### src/rtl/cpu_pkg.sv
`default_nettype none
// ============================================================================
//  Module      : cpu_pkg
//  Description : Shared types and constants for the SimpleRISC controller.
//                Holds the FSM state enum, instruction-class enum, opcode /
//                ALUop / vsel encodings, the registered control bundle and
//                an instruction classifier used by the sequencer.
//  Revision    : 1.0  - initial release
// ============================================================================
package cpu_pkg;

    // Sequencer states; explicit 3-bit encoding
    typedef enum logic [2:0] {
        WAIT      = 3'd0,
        DECODE    = 3'd1,
        GET_A     = 3'd2,
        GET_B     = 3'd3,
        EXEC      = 3'd4,
        WRITE_REG = 3'd5,
        WRITE_IMM = 3'd6
    } state_t;

    // Instruction classes the sequencer distinguishes
    typedef enum logic [2:0] {
        CLS_NOP     = 3'd0,
        CLS_MOV_IMM = 3'd1,
        CLS_MOV_REG = 3'd2,
        CLS_MVN     = 3'd3,
        CLS_ADD     = 3'd4,
        CLS_CMP     = 3'd5,
        CLS_AND     = 3'd6
    } instr_cls_t;

    // Opcode field values
    localparam logic [2:0] OPC_MOV = 3'b110;
    localparam logic [2:0] OPC_ALU = 3'b101;

    // op field values within the MOV opcode
    localparam logic [1:0] MOV_OP_REG = 2'b00;
    localparam logic [1:0] MOV_OP_IMM = 2'b10;

    // ALUop encodings (also the op field within the ALU opcode)
    localparam logic [1:0] ALU_ADD = 2'b00;
    localparam logic [1:0] ALU_SUB = 2'b01;
    localparam logic [1:0] ALU_AND = 2'b10;
    localparam logic [1:0] ALU_MVN = 2'b11;

    // Writeback mux select encodings
    localparam logic [1:0] VSEL_C     = 2'b00;
    localparam logic [1:0] VSEL_PC    = 2'b01;
    localparam logic [1:0] VSEL_IMM8  = 2'b10;
    localparam logic [1:0] VSEL_MDATA = 2'b11;

    // Registered control bundle driven toward the datapath
    typedef struct packed {
        logic       w;
        logic [2:0] readnum;
        logic [2:0] writenum;
        logic       write;
        logic [1:0] vsel;
        logic       loada;
        logic       loadb;
        logic       asel;
        logic       loadc;
        logic       loads;
    } ctrl_t;

    // Idle bundle: everything low except the ready flag
    localparam ctrl_t CTRL_IDLE = '{
        w:        1'b1,
        readnum:  3'd0,
        writenum: 3'd0,
        write:    1'b0,
        vsel:     VSEL_C,
        loada:    1'b0,
        loadb:    1'b0,
        asel:     1'b0,
        loadc:    1'b0,
        loads:    1'b0
    };

    // Map opcode/op to an instruction class; unknown encodings are NOPs
    function automatic instr_cls_t classify(input logic [2:0] opcode,
                                            input logic [1:0] op);
        instr_cls_t cls;
        cls = CLS_NOP;
        if (opcode == OPC_MOV) begin
            if (op == MOV_OP_IMM) begin
                cls = CLS_MOV_IMM;
            end else if (op == MOV_OP_REG) begin
                cls = CLS_MOV_REG;
            end
        end else if (opcode == OPC_ALU) begin
            case (op)
                ALU_ADD: cls = CLS_ADD;
                ALU_SUB: cls = CLS_CMP;
                ALU_AND: cls = CLS_AND;
                default: cls = CLS_MVN;
            endcase
        end
        return cls;
    endfunction

endpackage
`default_nettype wire

### src/rtl/cpu_controller_instr_dec.sv
`default_nettype none
// ============================================================================
//  Module      : instr_dec
//  Description : Purely combinational instruction field splitter and
//                sign-extender for the 16-bit SimpleRISC instruction word.
//  Ports       : i_ir      - instruction register contents
//                o_opcode  - IR[15:13]      o_op  - IR[12:11]
//                o_rn      - IR[10:8]       o_rd  - IR[7:5]
//                o_sh      - IR[4:3]        o_rm  - IR[2:0]
//                o_sximm8  - IR[7:0] sign-extended to 16 bits
//                o_sximm5  - IR[4:0] sign-extended to 16 bits
//  Revision    : 1.0  - initial release
// ============================================================================
module instr_dec
    import cpu_pkg::*;
(
    input  logic [15:0] i_ir,
    output logic [2:0]  o_opcode,
    output logic [1:0]  o_op,
    output logic [2:0]  o_rn,
    output logic [2:0]  o_rd,
    output logic [1:0]  o_sh,
    output logic [2:0]  o_rm,
    output logic [15:0] o_sximm8,
    output logic [15:0] o_sximm5
);

    assign o_opcode = i_ir[15:13];
    assign o_op     = i_ir[12:11];
    assign o_rn     = i_ir[10:8];
    assign o_rd     = i_ir[7:5];
    assign o_sh     = i_ir[4:3];
    assign o_rm     = i_ir[2:0];

    assign o_sximm8 = {{8{i_ir[7]}},  i_ir[7:0]};
    assign o_sximm5 = {{11{i_ir[4]}}, i_ir[4:0]};

endmodule
`default_nettype wire

### src/rtl/cpu_controller.sv
`default_nettype none
// ============================================================================
//  Module      : cpu_controller
//  Description : SimpleRISC control unit. Holds the instruction register and
//                runs a Moore FSM that sequences the datapath strobes for one
//                MOV/ALU instruction per start pulse. All strobes are
//                registered: the bundle for the state being entered is
//                computed from the next state and loaded on the same edge.
//  Ports       : clk      - rising-edge clock
//                reset    - asynchronous active-high reset
//                s        - start executing the instruction in IR
//                load     - capture `in` into IR (honoured only in WAIT)
//                in       - instruction word
//                w        - idle in WAIT, ready for s
//                readnum / writenum / write / vsel - register file control
//                loada / loadb / asel / bsel / loadc / loads - datapath ctrl
//                shift / ALUop / sximm8 / sximm5 - decoded from IR
//  Revision    : 1.0  - initial release
// ============================================================================
module cpu_controller
    import cpu_pkg::*;
(
    input  logic        clk,
    input  logic        reset,
    input  logic        s,
    input  logic        load,
    input  logic [15:0] in,
    output logic        w,
    output logic [2:0]  readnum,
    output logic [2:0]  writenum,
    output logic        write,
    output logic [1:0]  vsel,
    output logic        loada,
    output logic        loadb,
    output logic        asel,
    output logic        bsel,
    output logic        loadc,
    output logic        loads,
    output logic [1:0]  shift,
    output logic [1:0]  ALUop,
    output logic [15:0] sximm8,
    output logic [15:0] sximm5
);

    logic [15:0] r_ir;
    state_t      r_state;
    state_t      w_next_state;
    ctrl_t       r_ctrl;
    ctrl_t       w_next_ctrl;

    logic [2:0]  w_opcode;
    logic [1:0]  w_op;
    logic [2:0]  w_rn;
    logic [2:0]  w_rd;
    logic [1:0]  w_sh;
    logic [2:0]  w_rm;
    instr_cls_t  w_cls;

    instr_dec u_instr_dec (
        .i_ir     (r_ir),
        .o_opcode (w_opcode),
        .o_op     (w_op),
        .o_rn     (w_rn),
        .o_rd     (w_rd),
        .o_sh     (w_sh),
        .o_rm     (w_rm),
        .o_sximm8 (sximm8),
        .o_sximm5 (sximm5)
    );

    assign w_cls = classify(w_opcode, w_op);

    // ------------------------------------------------------------------
    // Next-state logic
    // ------------------------------------------------------------------
    always_comb begin
        w_next_state = r_state;
        case (r_state)
            WAIT: begin
                if (s) begin
                    w_next_state = DECODE;
                end
            end
            DECODE: begin
                case (w_cls)
                    CLS_MOV_IMM:                      w_next_state = WRITE_IMM;
                    CLS_MOV_REG, CLS_MVN:             w_next_state = GET_B;
                    CLS_ADD, CLS_CMP, CLS_AND:        w_next_state = GET_A;
                    default:                          w_next_state = WAIT;
                endcase
            end
            GET_A:     w_next_state = GET_B;
            GET_B:     w_next_state = EXEC;
            EXEC: begin
                // CMP only updates status, so there is nothing to write back
                if (w_cls == CLS_CMP) begin
                    w_next_state = WAIT;
                end else begin
                    w_next_state = WRITE_REG;
                end
            end
            WRITE_REG: w_next_state = WAIT;
            WRITE_IMM: w_next_state = WAIT;
            default:   w_next_state = WAIT;
        endcase
    end

    // ------------------------------------------------------------------
    // Strobe bundle for the state about to be entered. IR cannot change
    // outside WAIT, and DECODE drives no IR-dependent strobes, so the
    // fields read here always belong to the instruction being executed.
    // ------------------------------------------------------------------
    always_comb begin
        w_next_ctrl = '0;
        case (w_next_state)
            WAIT: begin
                w_next_ctrl.w = 1'b1;
            end
            GET_A: begin
                w_next_ctrl.readnum = w_rn;
                w_next_ctrl.loada   = 1'b1;
            end
            GET_B: begin
                w_next_ctrl.readnum = w_rm;
                w_next_ctrl.loadb   = 1'b1;
            end
            EXEC: begin
                // MOV reg and MVN ignore the A operand
                w_next_ctrl.asel = (w_cls == CLS_MOV_REG) || (w_cls == CLS_MVN);
                if (w_cls == CLS_CMP) begin
                    w_next_ctrl.loads = 1'b1;
                end else begin
                    w_next_ctrl.loadc = 1'b1;
                end
            end
            WRITE_REG: begin
                w_next_ctrl.writenum = w_rd;
                w_next_ctrl.vsel     = VSEL_C;
                w_next_ctrl.write    = 1'b1;
            end
            WRITE_IMM: begin
                w_next_ctrl.writenum = w_rn;
                w_next_ctrl.vsel     = VSEL_IMM8;
                w_next_ctrl.write    = 1'b1;
            end
            default: begin
                w_next_ctrl = '0;
            end
        endcase
    end

    // ------------------------------------------------------------------
    // State, IR and registered strobes
    // ------------------------------------------------------------------
    always_ff @(posedge clk or posedge reset) begin
        if (reset) begin
            r_state <= WAIT;
            r_ir    <= 16'h0000;
            r_ctrl  <= CTRL_IDLE;
        end else begin
            if ((r_state == WAIT) && load) begin
                r_ir <= in;
            end
            r_state <= w_next_state;
            r_ctrl  <= w_next_ctrl;
        end
    end

    assign w        = r_ctrl.w;
    assign readnum  = r_ctrl.readnum;
    assign writenum = r_ctrl.writenum;
    assign write    = r_ctrl.write;
    assign vsel     = r_ctrl.vsel;
    assign loada    = r_ctrl.loada;
    assign loadb    = r_ctrl.loadb;
    assign asel     = r_ctrl.asel;
    assign loadc    = r_ctrl.loadc;
    assign loads    = r_ctrl.loads;

    // B operand always comes from the register file in this revision
    assign bsel     = 1'b0;

    assign shift    = w_sh;
    // MOV reg encodes op = 00, so the add it needs in EXEC comes straight
    // from the instruction field without any override.
    assign ALUop    = w_op;

endmodule
`default_nettype wire

### config.mk
export PLATFORM = sky130hd
export DESIGN_NAME = cpu_controller
export DESIGN_NICKNAME = d
export VERILOG_FILES = /design/src/rtl/cpu_pkg.sv /design/src/rtl/cpu_controller_instr_dec.sv /design/src/rtl/cpu_controller.sv
export SDC_FILE = /design/constraint.sdc
export NUM_CORES = 1
export LEC_CHECK = 0
export ABC_AREA = 1
export BUFFER_PORTS_ARGS = -buffer_cell sky130_fd_sc_hd__clkbuf_2
export CORE_MARGIN = 8
export CORE_UTILIZATION = 35
export CTS_CLUSTER_SIZE = 12
export DETAILED_ROUTE_END_ITERATION = 8
export PLACE_DENSITY = 0.65
export SETUP_SLACK_MARGIN = 0.05
export SLEW_MARGIN = 20
export SYNTH_ARGS = -nofsm -noshare
export SYNTH_HDL_FRONTEND = slang
export SYNTH_HIERARCHICAL = 1
export SYNTH_SLANG_ARGS = --single-unit
### constraint.sdc
create_clock -name clk -period 3.7 [get_ports clk]
set_input_delay 0.74 -clock clk [delete_from_list [all_inputs] [get_ports clk]]
set_output_delay 0.74 -clock clk [all_outputs]
set_load 0.02 [all_outputs]
==> results of run 1 <==
-- sequential cells by signal (all words and copies together) (netlist names), 3 cells and up --
name and count:
r_state 3, r_ir 16, readnum 3, writenum 3
-- cell usage in the layout, fill, tap and decap left out, drive strengths merged --
cell and instances:
mux2 16, nor3 5, clkbuf 76, nand4 3
a32o 3, nand2 18, o211ai 1, a21oi 3
nor2 7, dfstp 1, buf 1, nand3 8
dfrtp 32, inv 15, bufinv 1, conb 2
-- layout make-up --
| cell class | count | area share (%) |
|---|---|---|
| clock buffers | 7 | 4.401 |
| clock inverters | 1 | 1.531 |
| inverters | 15 | 2.870 |
| multi-input cells | 66 | 26.59 |
| flip-flops and latches | 33 | 42.16 |
| well taps | 70 | 4.464 |
| repair buffers | 70 | 17.98 |
-- through the flow --
step	hold WS, ns	power (mW)	cell area [µm²]	setup WS [ns]
floorplan	0.4827	1.728	1792	2.225
global placement	0.5175	1.678	1846	1.935
detailed placement	0.5247	1.698	1846	1.927
CTS	0.5391	2.046	1962	1.855
global route	0.5831	2.147	1962	1.756
finish	0.5309	2.017	1962	1.878
-- per-layer routing --
metal / vias up / global-route usage [%] / share of wire [%]
li1: 530 / - / -
met1: 480 / 11.69 / 45
met2: 49 / 13.36 / 44
met3: 5 / 4.906 / 8.8
met4: 0 / 4.531 / 1.6
met5: - / 0 / 0
-- tightest hold or removal path, stage by stage (launching register included) --
cell and delay (ns):
dfrtp_1 0.38, nand2_1 0.06, nand2_1 0.05
-- logic make-up (layout without fill, tap and decap cells) --
family	count (synthesis)	in the layout	share of synthesized area, %
compound gates	7	7	3.149
buf+inv	66	93	24.77
mux	16	16	12.18
simple gates	41	41	13.44
other cells	1	2	0.2097
flops	33	33	46.26
-- power by group --
group          total, mW  internal [mW]  switching [mW]  leakage, nW
combinational       1.01          0.379           0.632        0.622
clock              0.342          0.219           0.122       0.0585
sequential         0.664          0.512           0.152        0.417
-- worst min-delay path by stage --
stage,endpoint,start
6_report,readnum[2]$_DFF_PP0_,r_ir[2]$_DFFE_PP0P_
5_1_grt,r_ir[9]$_DFFE_PP0P_,r_ir[9]$_DFFE_PP0P_
4_1_cts,readnum[2]$_DFF_PP0_,r_ir[2]$_DFFE_PP0P_
3_5_place_dp,readnum[2]$_DFF_PP0_,r_ir[2]$_DFFE_PP0P_
3_3_place_gp,readnum[2]$_DFF_PP0_,r_ir[2]$_DFFE_PP0P_
2_1_floorplan,r_ir[10]$_DFFE_PP0P_,r_ir[10]$_DFFE_PP0P_
==> results.ini, run 1 <==
[clocking]
postCtsResizedCells=0
cts_hold_buf=0
cts_setup_buffers=0
clk_pin_slew_worst_paths_ns=0.07
cts.path.max_buffers=2
numCtsBuffers=5
htree_levels=2
cts_root_buf=clkbuf_8
numClockSinks=33
clock_latency_ns=0.28
cts_tree=done

[power_and_ir_drop]
peakVddDrop_mv=0.4558
leakage_nw=1.097
power-per-cell-area_mw_per_mm2=1028

[routing]
drt-vias-per-instance=4.061
wl_per_cell_um=13.23
dr.first_iter.drc_count=55
drtPass1Iterations=4
route.antenna.remaining_nets=0
wl_um=3467
drc=0
vias=1064

[worst_setup_path]
reg2reg_from=r_state[2]$_DFF_PP0_
crit_path_max_incr_delay_ns=0.56
cp-end-kind=primary output
crit_path_start=r_ir[4]$_DFFE_PP0P_
regToRegSetupSlack_ns=2.25
path_max_fanout=15
path_cells=clkbuf_2
critPathSlowestCell=dfrtp_1
worst_ep_arrival_time_ns=1.08
path_class=register to primary output
reg2reg_depth=3
crit_required_ns=2.96
critical_path.startpoint_type=register
worst-path-buf-inv=1
worstReg2RegEnd=r_ir[10]$_DFFE_PP0P_
crit_end=sximm5[13]
worst-path-stages=1
crit_family=flip-flops

[cells_and_area]
nets=211
layoutNonFillerInstCount=262
diodes=0
syn_to_final_growth_pct=9.727
drive_above_1_share_pct=56.77
fin_util_pct=39.16
seq_area_um2=827.0
final.fill_count=519
multi_input_area_um2=521.8

[floorplan]
rows=26
die_w_um=87.48
dieArea_mm2=0.007652
initial_core_util_pct=35.69
core-area_mm2=0.005010
die_y_um=87.48
io_pins=72

[global_route]
grt_max_degree=24
gr-usage-all-layers_pct=9.538
grt_pass1_vias=1123
antenna_found_initial=0
overflow=0
grt_pass1_wl_um=5409

[place]
post-dp-hpwl_um=2807
dp.cells=254
place_congestion=0.8490
numPortBuffers=69

[logic_synthesis]
synth_warnings=6
yosysTopAreaCell=dfrtp_1
netlist.area_leader.share_pct=44.79
synth_cell_types=26
synthArstFlopShare_pct=100.0
seq_area_frac_synth_pct=46.26
synth-edff-count=0
synth.area.top_cells=dfrtp_1 45%, buf_4 21%, mux2_4 8.4%, mux2_2 3.8%, nand2_1 3.6%
synthTopCellsByCount=50 x buf_4, 32 x dfrtp_1, 17 x nand2_1
synth.most_common_cell=buf_4
syn_area_mm2=0.001788
synthFlopType=dfrtp_1
synth_cells=164
synth_area_per_cell_um2=10.90
synth.ff_latch_count=33

[sta]
fin_worst_skew_ns=0.005154
rsz0062_at_grt=false
hold_viol_final=0
setup_viol=0
tightestPinTransition_ns=0.8565
fin_crit_ns=1.822
fmax_mhz=548.9
period_share_pct=49.24
slew_headroom_pct=42.84
setup_tns_ns=0
slew_violations=0

[worst_hold_path]
min_path_cells=2
hold_class=register to register

[job]
maxCapViolCount=0

[run_status]
status=completed

No activity file was read; power rests on OpenSTA's default activity.
==> run 2, diff against run 1 <==
==> constraint.sdc (replaced) <==
create_clock -name clk -period 1.7 [get_ports clk]
set_input_delay 0.34 -clock clk [delete_from_list [all_inputs] [get_ports clk]]
set_output_delay 0.34 -clock clk [all_outputs]
set_load 0.02 [all_outputs]
==> run 2 against run 1 <==
Compared with the run above:
- total power up 110%
- via count up 2.5%
- hold slack worse by 0.42 ns
- critical path depth unchanged
- global-route usage up 0.24 points
- clock power up 63%
- sequential power up 120%
- critical path type unchanged
- cell count unchanged
- die area unchanged
- register-to-register slack worse by 2.0 ns
- final area down 1.7%
==> results.ini, run 2 (synthesis gave the netlist of run 1 again) <==
[sta]
fin_crit_ns=1.437
slew_violations=0
period_share_pct=84.50
fmax_mhz=696.1
rsz0062_at_grt=false
fin_worst_skew_ns=0.005013
hold_viol_final=0
setup_tns_ns=0
hold_slack_ns=0.1097
setup_viol=0

[global_route]
antenna_found_initial=0
met1_usage_pct=11.97
grt_pass1_wl_um=5540
grt_max_degree=34
met3_usage_pct=3.396
overflow=0
gr-usage-all-layers_pct=9.775
grt-busiest-layer=met2
grt_pass1_vias=1185
grt_use_met2_pct=14.05

[worst_hold_path]
hold_class=input port to asynchronous set/reset pin

[run_status]
status=completed

[cells_and_area]
regMostFlops=r_ir
syn_to_final_growth_pct=7.838
diodes=0
nets=211
layout_common_cells=69 x clkbuf_2, 32 x dfrtp_1, 17 x nand2_1
largest_register_ffs=16
mostFrequentLayoutCell=clkbuf_2
fin_area_mm2=0.001928
drive_above_1_share_pct=56.77

[routing]
vias=1091
route.antenna.remaining_nets=0
drc=0
wl_per_cell_um=13.30
wl_um=3484
drtPass1Iterations=4
drt-vias-per-instance=4.164
dr.first_iter.drc_count=71

[worst_setup_path]
critPathSlowestCell=dfrtp_1
path_max_fanout=15
reg2reg_depth=3
worst-path-buf-inv=1
cp-end-kind=primary output
worst_ep_arrival_time_ns=1.10
critical_path.startpoint_type=register
path_class=register to primary output
crit_required_ns=1.36
worstReg2RegEnd=r_ir[12]$_DFFE_PP0P_
regToRegSetupSlack_ns=0.27
crit_family=flip-flops
path_cells=clkbuf_2
crit_path_max_incr_delay_ns=0.56
reg2reg_from=r_state[2]$_DFF_PP0_

[power_and_ir_drop]
power-per-cell-area_mw_per_mm2=2171
peakVddDrop_mv=0.9167
power_mw=4.187
leakage_nw=1.083

[clocking]
numCtsBuffers=5
numClockSinks=33
cts.path.max_buffers=2
postCtsResizedCells=0
htree_levels=2
cts_tree=done
cts_hold_buf=0
clock_latency_ns=0.29
cts_setup_buffers=0
clk_pin_slew_worst_paths_ns=0.07
cts_root_buf=clkbuf_8

[place]
place_congestion=0.7966
dpl_cell_area_mm2=0.001846
numPortBuffers=69
post-dp-hpwl_um=2775

[floorplan]
die_y_um=87.48
rows=26
initial_core_util_pct=35.69
io_pins=72
core-area_mm2=0.005010
die_w_um=87.48
dieArea_mm2=0.007652

[job]
maxCapViolCount=0

## run 2: cell types whose count changed in the layout (fill, tap and decap cells not counted)
cell       before  now
clkinv_2        0    2
bufinv_16       1    0
clkbuf_8        6    5
## run 2: metal layers
layer / wire length, µm / part of all wire (%) / vias to the layer above
met5: 0 / 0 / -
met4: 79 / 2.3 / 0
met3: 250 / 7.2 / 8
met2: 1558 / 45 / 47
met1: 1596 / 46 / 504
li1: - / - / 532
## run 2: worst reg2reg max path: cells and delay by family, from the launching register on
kind	cells	cell delay, ns
simple gates	1	0.33
mux	1	0.43
buf+inv	1	0.12
flops	1	0.43
## run 2: per-stage QoR
stage	worst slack, ns	instances	utilization (%)
5_1_grt	0.1498	262	38.49
2_1_floorplan	0.4239	165	-
6_report	0.2634	262	38.49
3_3_place_gp	0.2930	254	36.84
3_5_place_dp	0.2375	254	36.84
4_1_cts	0.2359	262	38.49
## run 2: report_power, final
| group | switching, mW | internal [mW] |
|---|---|---|
| Sequential | 0.323 | 1.11 |
| Combinational | 1.36 | 0.825 |
| Clock | 0.276 | 0.283 |
## run 2: final cells by class
class,count,area (µm²)
repair buffers,70,352.8
flip-flops and latches,33,827.0
fillers,509,3082
inverters,15,56.30
multi-input cells,66,521.8
clock inverters,2,10.01
well taps,70,87.58
clock buffers,6,72.57
## run 2: worst max path at each step
stage / cells past startpoint / end / start
floorplan: 8 / readnum[0]$_DFF_PP0_ / r_ir[12]$_DFFE_PP0P_
global route: 3 / r_ir[12]$_DFFE_PP0P_ / r_state[2]$_DFF_PP0_
global placement: 3 / r_ir[11]$_DFFE_PP0P_ / r_state[2]$_DFF_PP0_
detailed placement: 3 / r_ir[12]$_DFFE_PP0P_ / r_state[2]$_DFF_PP0_
finish: 1 / sximm5[5] / r_ir[4]$_DFFE_PP0P_
CTS: 1 / sximm5[12] / r_ir[4]$_DFFE_PP0P_
